<file path="src/rtl/riscv_pkg.sv">
// Shared core types: XLEN, the funct3-coded multiply/divide opcodes and the
// muldiv control states.
package riscv_pkg;

  localparam int unsigned XLEN = 32;

  typedef enum logic [2:0] {
    OpMul    = 3'd0,
    OpMulh   = 3'd1,
    OpMulhsu = 3'd2,
    OpMulhu  = 3'd3,
    OpDiv    = 3'd4,
    OpDivu   = 3'd5,
    OpRem    = 3'd6,
    OpRemu   = 3'd7
  } muldiv_op_e;

  typedef enum logic [1:0] {
    StIdle,
    StCalc,
    StFix,
    StDone
  } muldiv_state_e;

endpackage

</file>
<file path="src/rtl/muldiv_unit.sv">
// Iterative RV32M multiply/divide: shift-add multiply or restoring divide on
// operand magnitudes, then one sign-fix cycle. Fixed latency for every op.
module muldiv_unit #(
  parameter int unsigned XLEN = riscv_pkg::XLEN
) (
  input  logic            clk_i,
  input  logic            rst_i,
  input  logic            start_i,
  input  logic [2:0]      op_i,
  input  logic [XLEN-1:0] rs1_i,
  input  logic [XLEN-1:0] rs2_i,
  input  logic            flush_i,
  output logic            busy_o,
  output logic            done_o,
  output logic [XLEN-1:0] result_o
);
  import riscv_pkg::*;

  localparam int unsigned ITER = XLEN;
  localparam int unsigned CntW = $clog2(ITER);
  localparam logic [CntW-1:0] CntLast = CntW'(ITER - 1);
  localparam logic [XLEN-1:0] MinVal = {1'b1, {(XLEN-1){1'b0}}};

  function automatic logic [2*XLEN-1:0] cond_neg(input logic [2*XLEN-1:0] v, input logic neg);
    return neg ? (~v + 1'b1) : v;
  endfunction

  muldiv_state_e     state_q, state_d;
  muldiv_op_e        op_q, op_d;
  logic [XLEN-1:0]   opnd_q, opnd_d;
  logic [2*XLEN-1:0] acc_q, acc_d;
  logic [CntW-1:0]   cnt_q, cnt_d;
  logic              neg_q, neg_d;
  logic              dz_q, dz_d;
  logic              ovf_q, ovf_d;
  logic [XLEN-1:0]   result_q, result_d;

  // Launch-time decode of the incoming operands.
  muldiv_op_e      op_in;
  logic            is_mul_in, a_neg_in, b_neg_in, neg_in, ovf_in;
  logic [XLEN-1:0] a_abs, b_abs;

  assign op_in     = muldiv_op_e'(op_i);
  assign is_mul_in = ~op_i[2];
  assign a_neg_in  = rs1_i[XLEN-1] & (op_in inside {OpMulh, OpMulhsu, OpDiv, OpRem});
  assign b_neg_in  = rs2_i[XLEN-1] & (op_in inside {OpMulh, OpDiv, OpRem});
  assign a_abs     = a_neg_in ? (~rs1_i + 1'b1) : rs1_i;
  assign b_abs     = b_neg_in ? (~rs2_i + 1'b1) : rs2_i;
  // Remainder follows the dividend sign; everything else is the XOR of both.
  assign neg_in    = (op_in == OpRem) ? a_neg_in : (a_neg_in ^ b_neg_in);
  assign ovf_in    = (op_in inside {OpDiv, OpRem}) && (rs1_i == MinVal) && (rs2_i == '1);

  // acc_q holds {product_hi, multiplier} for multiply and {remainder, quotient} for divide.
  logic [XLEN:0]     mul_sum;
  logic [2*XLEN-1:0] mul_next;
  logic [XLEN:0]     div_shift, div_diff;
  logic [2*XLEN-1:0] div_next;

  assign mul_sum   = {1'b0, acc_q[2*XLEN-1:XLEN]} + (acc_q[0] ? {1'b0, opnd_q} : '0);
  assign mul_next  = {mul_sum, acc_q[XLEN-1:1]};
  assign div_shift = {acc_q[2*XLEN-1:XLEN], acc_q[XLEN-1]};
  assign div_diff  = div_shift - {1'b0, opnd_q};
  assign div_next  = div_diff[XLEN] ? {div_shift[XLEN-1:0], acc_q[XLEN-2:0], 1'b0}
                                    : {div_diff[XLEN-1:0], acc_q[XLEN-2:0], 1'b1};

  logic [2*XLEN-1:0] fix_sel, fix_val;
  logic [XLEN-1:0]   fix_res;

  always_comb begin
    unique case (op_q)
      OpDiv, OpDivu: fix_sel = {{XLEN{1'b0}}, acc_q[XLEN-1:0]};
      OpRem, OpRemu: fix_sel = {{XLEN{1'b0}}, acc_q[2*XLEN-1:XLEN]};
      default:       fix_sel = acc_q;
    endcase
  end

  assign fix_val = cond_neg(fix_sel, neg_q);

  always_comb begin
    unique case (op_q)
      OpMul:                      fix_res = fix_val[XLEN-1:0];
      OpMulh, OpMulhsu, OpMulhu:  fix_res = fix_val[2*XLEN-1:XLEN];
      OpDiv, OpDivu:              fix_res = dz_q ? '1 : (ovf_q ? MinVal : fix_val[XLEN-1:0]);
      OpRem, OpRemu:              fix_res = ovf_q ? '0 : fix_val[XLEN-1:0];
      default:                    fix_res = '0;
    endcase
  end

  always_comb begin
    state_d  = state_q;
    op_d     = op_q;
    opnd_d   = opnd_q;
    acc_d    = acc_q;
    cnt_d    = cnt_q;
    neg_d    = neg_q;
    dz_d     = dz_q;
    ovf_d    = ovf_q;
    result_d = result_q;

    if (flush_i) begin
      state_d = StIdle;
    end else begin
      unique case (state_q)
        StIdle: begin
          if (start_i) begin
            op_d    = op_in;
            opnd_d  = is_mul_in ? a_abs : b_abs;
            acc_d   = {{XLEN{1'b0}}, (is_mul_in ? b_abs : a_abs)};
            cnt_d   = '0;
            neg_d   = neg_in;
            dz_d    = (rs2_i == '0);
            ovf_d   = ovf_in;
            state_d = StCalc;
          end
        end
        StCalc: begin
          acc_d = (op_q inside {OpDiv, OpDivu, OpRem, OpRemu}) ? div_next : mul_next;
          cnt_d = cnt_q + 1'b1;
          if (cnt_q == CntLast) state_d = StFix;
        end
        StFix: begin
          result_d = fix_res;
          state_d  = StDone;
        end
        StDone:  state_d = StIdle;
        default: state_d = StIdle;
      endcase
    end
  end

  always_ff @(posedge clk_i or posedge rst_i) begin
    if (rst_i) begin
      state_q  <= StIdle;
      op_q     <= OpMul;
      opnd_q   <= '0;
      acc_q    <= '0;
      cnt_q    <= '0;
      neg_q    <= 1'b0;
      dz_q     <= 1'b0;
      ovf_q    <= 1'b0;
      result_q <= '0;
    end else begin
      state_q  <= state_d;
      op_q     <= op_d;
      opnd_q   <= opnd_d;
      acc_q    <= acc_d;
      cnt_q    <= cnt_d;
      neg_q    <= neg_d;
      dz_q     <= dz_d;
      ovf_q    <= ovf_d;
      result_q <= result_d;
    end
  end

  assign busy_o   = (state_q inside {StCalc, StFix});
  assign done_o   = (state_q == StDone) & ~flush_i;
  assign result_o = result_q;

endmodule

</file>
<file path="config.mk">
export PLATFORM = sky130hd
export DESIGN_NAME = muldiv_unit
export DESIGN_NICKNAME = d
export VERILOG_FILES = /design/src/rtl/riscv_pkg.sv /design/src/rtl/muldiv_unit.sv
export SDC_FILE = /design/constraint.sdc
export NUM_CORES = 1
export LEC_CHECK = 0
export CORE_MARGIN = 5
export CORE_UTILIZATION = 40
export DETAILED_ROUTE_END_ITERATION = 6
export HOLD_SLACK_MARGIN = 0.08
export PLACE_DENSITY = 0.64
export SKIP_CTS_REPAIR_TIMING = 1
export SYNTH_ARGS = -nofsm -noshare
export SYNTH_HDL_FRONTEND = slang
export SYNTH_SLANG_ARGS = --single-unit
</file>
<file path="constraint.sdc">
create_clock -name clk_i -period 4.35 [get_ports clk_i]
set_clock_uncertainty 0.15 [all_clocks]
set_input_delay 0.435 -clock clk_i [delete_from_list [all_inputs] [get_ports clk_i]]
set_output_delay 0.435 -clock clk_i [all_outputs]
set_load 0.01 [all_outputs]
</file>
==> run metrics <==
Worst setup SP type register; Die ar. 40840 um^2; number of enable flip-flop cells after synthesis 0; Max Freq 256.4 MHz; RSZ-0062 raised after global routing false; drt total wl 55620 um; synth warn 0; pwr dens 715.2 nW/um^2; Worst Path Arrival 4080 ps; maxcap violations 0; LEAKAGE 7.110 nW; Yosys top cell area share 23.91%; drt drc 0; Syn Std Cell Area 14760 um^2; grt total ovfl 0; commonest non-fill, non-tap cell in the layout nor2_1; maximum VDD drop 0.2961 mV; Area growth syn-to-layout 14.96%; Initial Util 40.41%; critical path class reg -> reg; core area 36520 um^2; Starting DRT DRC Count 1474; register area share after synthesis 23.91%; post-synth top area cell dfrtp_1; Hold Crit Class reg -> reg; clock sinks 141; fraction of registers with async set/reset 100.0%; routed vias/inst 6.097; Crit path required time 4530 ps; Yosys cell types 95; Worst-Margin Slew 1041 ps; largest net degree at the start of global routing 98; Mapped Cells 1918; H-tree lvl count 4; outcome finished, final reports clean; Routed Antenna Nets 0; layout cells sized above 1 8.488%; CTS buffer count 17; utilization after layout 46.45%; Die X 202.1 um; # rows 70; DR pass1 iterations 5; setup ws final 450.5 ps; GRT Total Usage 26.59%; Synth Flop Type dfrtp_1; CTS tree done; Final min period 3899 ps; routability congestion estimate from global placement 0.9780; WHS 330.7 ps; CTS Buffer Depth 2; Clock Pin Slew Worst Setup and Hold Paths 60 ps; Synth area leaders dfrtp_1 (24%), ha_1 (6.3%), a21oi_1 (6.0%), xnor2_1 (5.9%), o21ai_0 (5.5%); num ports 105; die height 202.1 um; clock root buffer clkbuf_16; endpoints failing setup 0; r2r setup slk 450 ps; Yosys reg bits 141; initial antenna violation count 1; syn_nets 2065; clock insertion delay at the later pin of the skew report 450 ps; DP Worst Slack 347.5 ps; Period Utilization, post-route 89.64%; setup TNS 0 ps; NumNets Final 2126; routed via count 15000; CP Capture Type register; worst-case headroom to the max-slew limit 30.57%; most frequent cells in the layout nor2_1 (207), a21oi_1 (177), nand2_1 (176); Max Slew Vio Count 0; Port Buffers 104; Avg Inst Size Synth 7.694 um^2; DP Wirelength 43370 um; Fin. Hold Viols 0; post-DR wirelength/cell 22.60 um; Crit Path Max Fanout 15; first-pass GRT wire length 85710 um; vias in the first global route 14450
-- sequential cells by signal, summed over array words and instances, names as in the netlist --
signal / count
ovf_q: 1
opnd_q: 32
op_q: 3
acc_q: 64
result_o: 32
cnt_q: 5
state_q: 2
neg_q: 1
dz_q: 1
-- layout make-up --
| cell class | instances | area [um^2] |
|---|---|---|
| Tap cell | 468 | 585.6 |
| Clock inverter | 12 | 91.34 |
| Fill cell | 3612 | 19560 |
| Multi-Input combinational cell | 1573 | 10460 |
| Clock buffer | 19 | 442.9 |
| Inverter | 72 | 274.0 |
| Antenna cell | 2 | 5.005 |
| Timing Repair Buffer | 174 | 1574 |
| Sequential cell | 141 | 3532 |
-- routing by layer --
layer,part of all wire (%),GRT usage (%),wire (um)
met4,2.7,7.422,1497
met2,45,42.14,24980
met3,8.0,4.396,4445
met5,0,0,0
met1,44,37.54,24700
-- power breakdown --
group          internal [mW]  switching, mW
Combinational           3.27           4.74
Clock                  0.746          0.648
Sequential              1.85          0.872
-- cell usage after synthesis, types with 21 or more instances --
cell type	number
o21ai_0	161
mux2_2	25
dfrtp_1	141
nand3_1	29
clkbuf_1	110
nand2_1	176
a21oi_1	177
a21o_1	23
inv_1	69
nor2_1	208
and2_1	40
a22oi_1	21
nor3_1	25
a221oi_1	26
xnor2_1	99
xor2_1	77
ha_1	74
mux2i_1	69
o31ai_1	28
a211oi_1	33
-- cells by family (layout without fill, tap and decap cells) --
family	after synthesis	after routing	synth area share [%]
AND/OR/NAND/NOR	616	616	20.25
buffers and inverters	204	277	5.477
XOR/XNOR	176	176	10.45
AO/OA/AOI/OAI	611	611	26.79
flip-flops	141	141	23.91
multiplexers	94	94	6.588
other	0	2	0
adder cells (fa/ha/maj)	76	76	6.545
-- through the flow --
| step | std cells | power [mW] | area (um^2) |
|---|---|---|---|
| 6_report | 2461 | 12.13 | 16970 |
| 5_1_grt | 2459 | 12.95 | 16960 |
| 4_1_cts | 2459 | 11.99 | 16960 |
| 3_5_place_dp | 2428 | 10.55 | 16430 |
| 3_3_place_gp | 2428 | 10.49 | 16430 |
| 2_1_floorplan | 1918 | 7.987 | 14760 |
-- worst max-delay path: stages, from the launching register on --
cell and delay, ps:
dfrtp_1 610, and2_1 240, ha_1 260, a211oi_1 270, o21ai_0 210, o221ai_1 310
a211oi_1 120, buf_4 170, a21boi_0 530, o21ai_0 250, and3_1 220, o21a_1 200
o32ai_1 250
-- path summary, 6_finish.rpt --
path	start	end	cells past startpoint
max	acc_q[0]	acc_q[62]	12
min	cnt_q[4]	cnt_q[4]	2
max reg2reg	acc_q[0]	acc_q[62]	12
min reg2reg	cnt_q[4]	cnt_q[4]	2
max in group asynchronous	rst_i	result_o[28]	3
min in group asynchronous	rst_i	acc_q[31]	2
(Power assumes the default switching activity.)
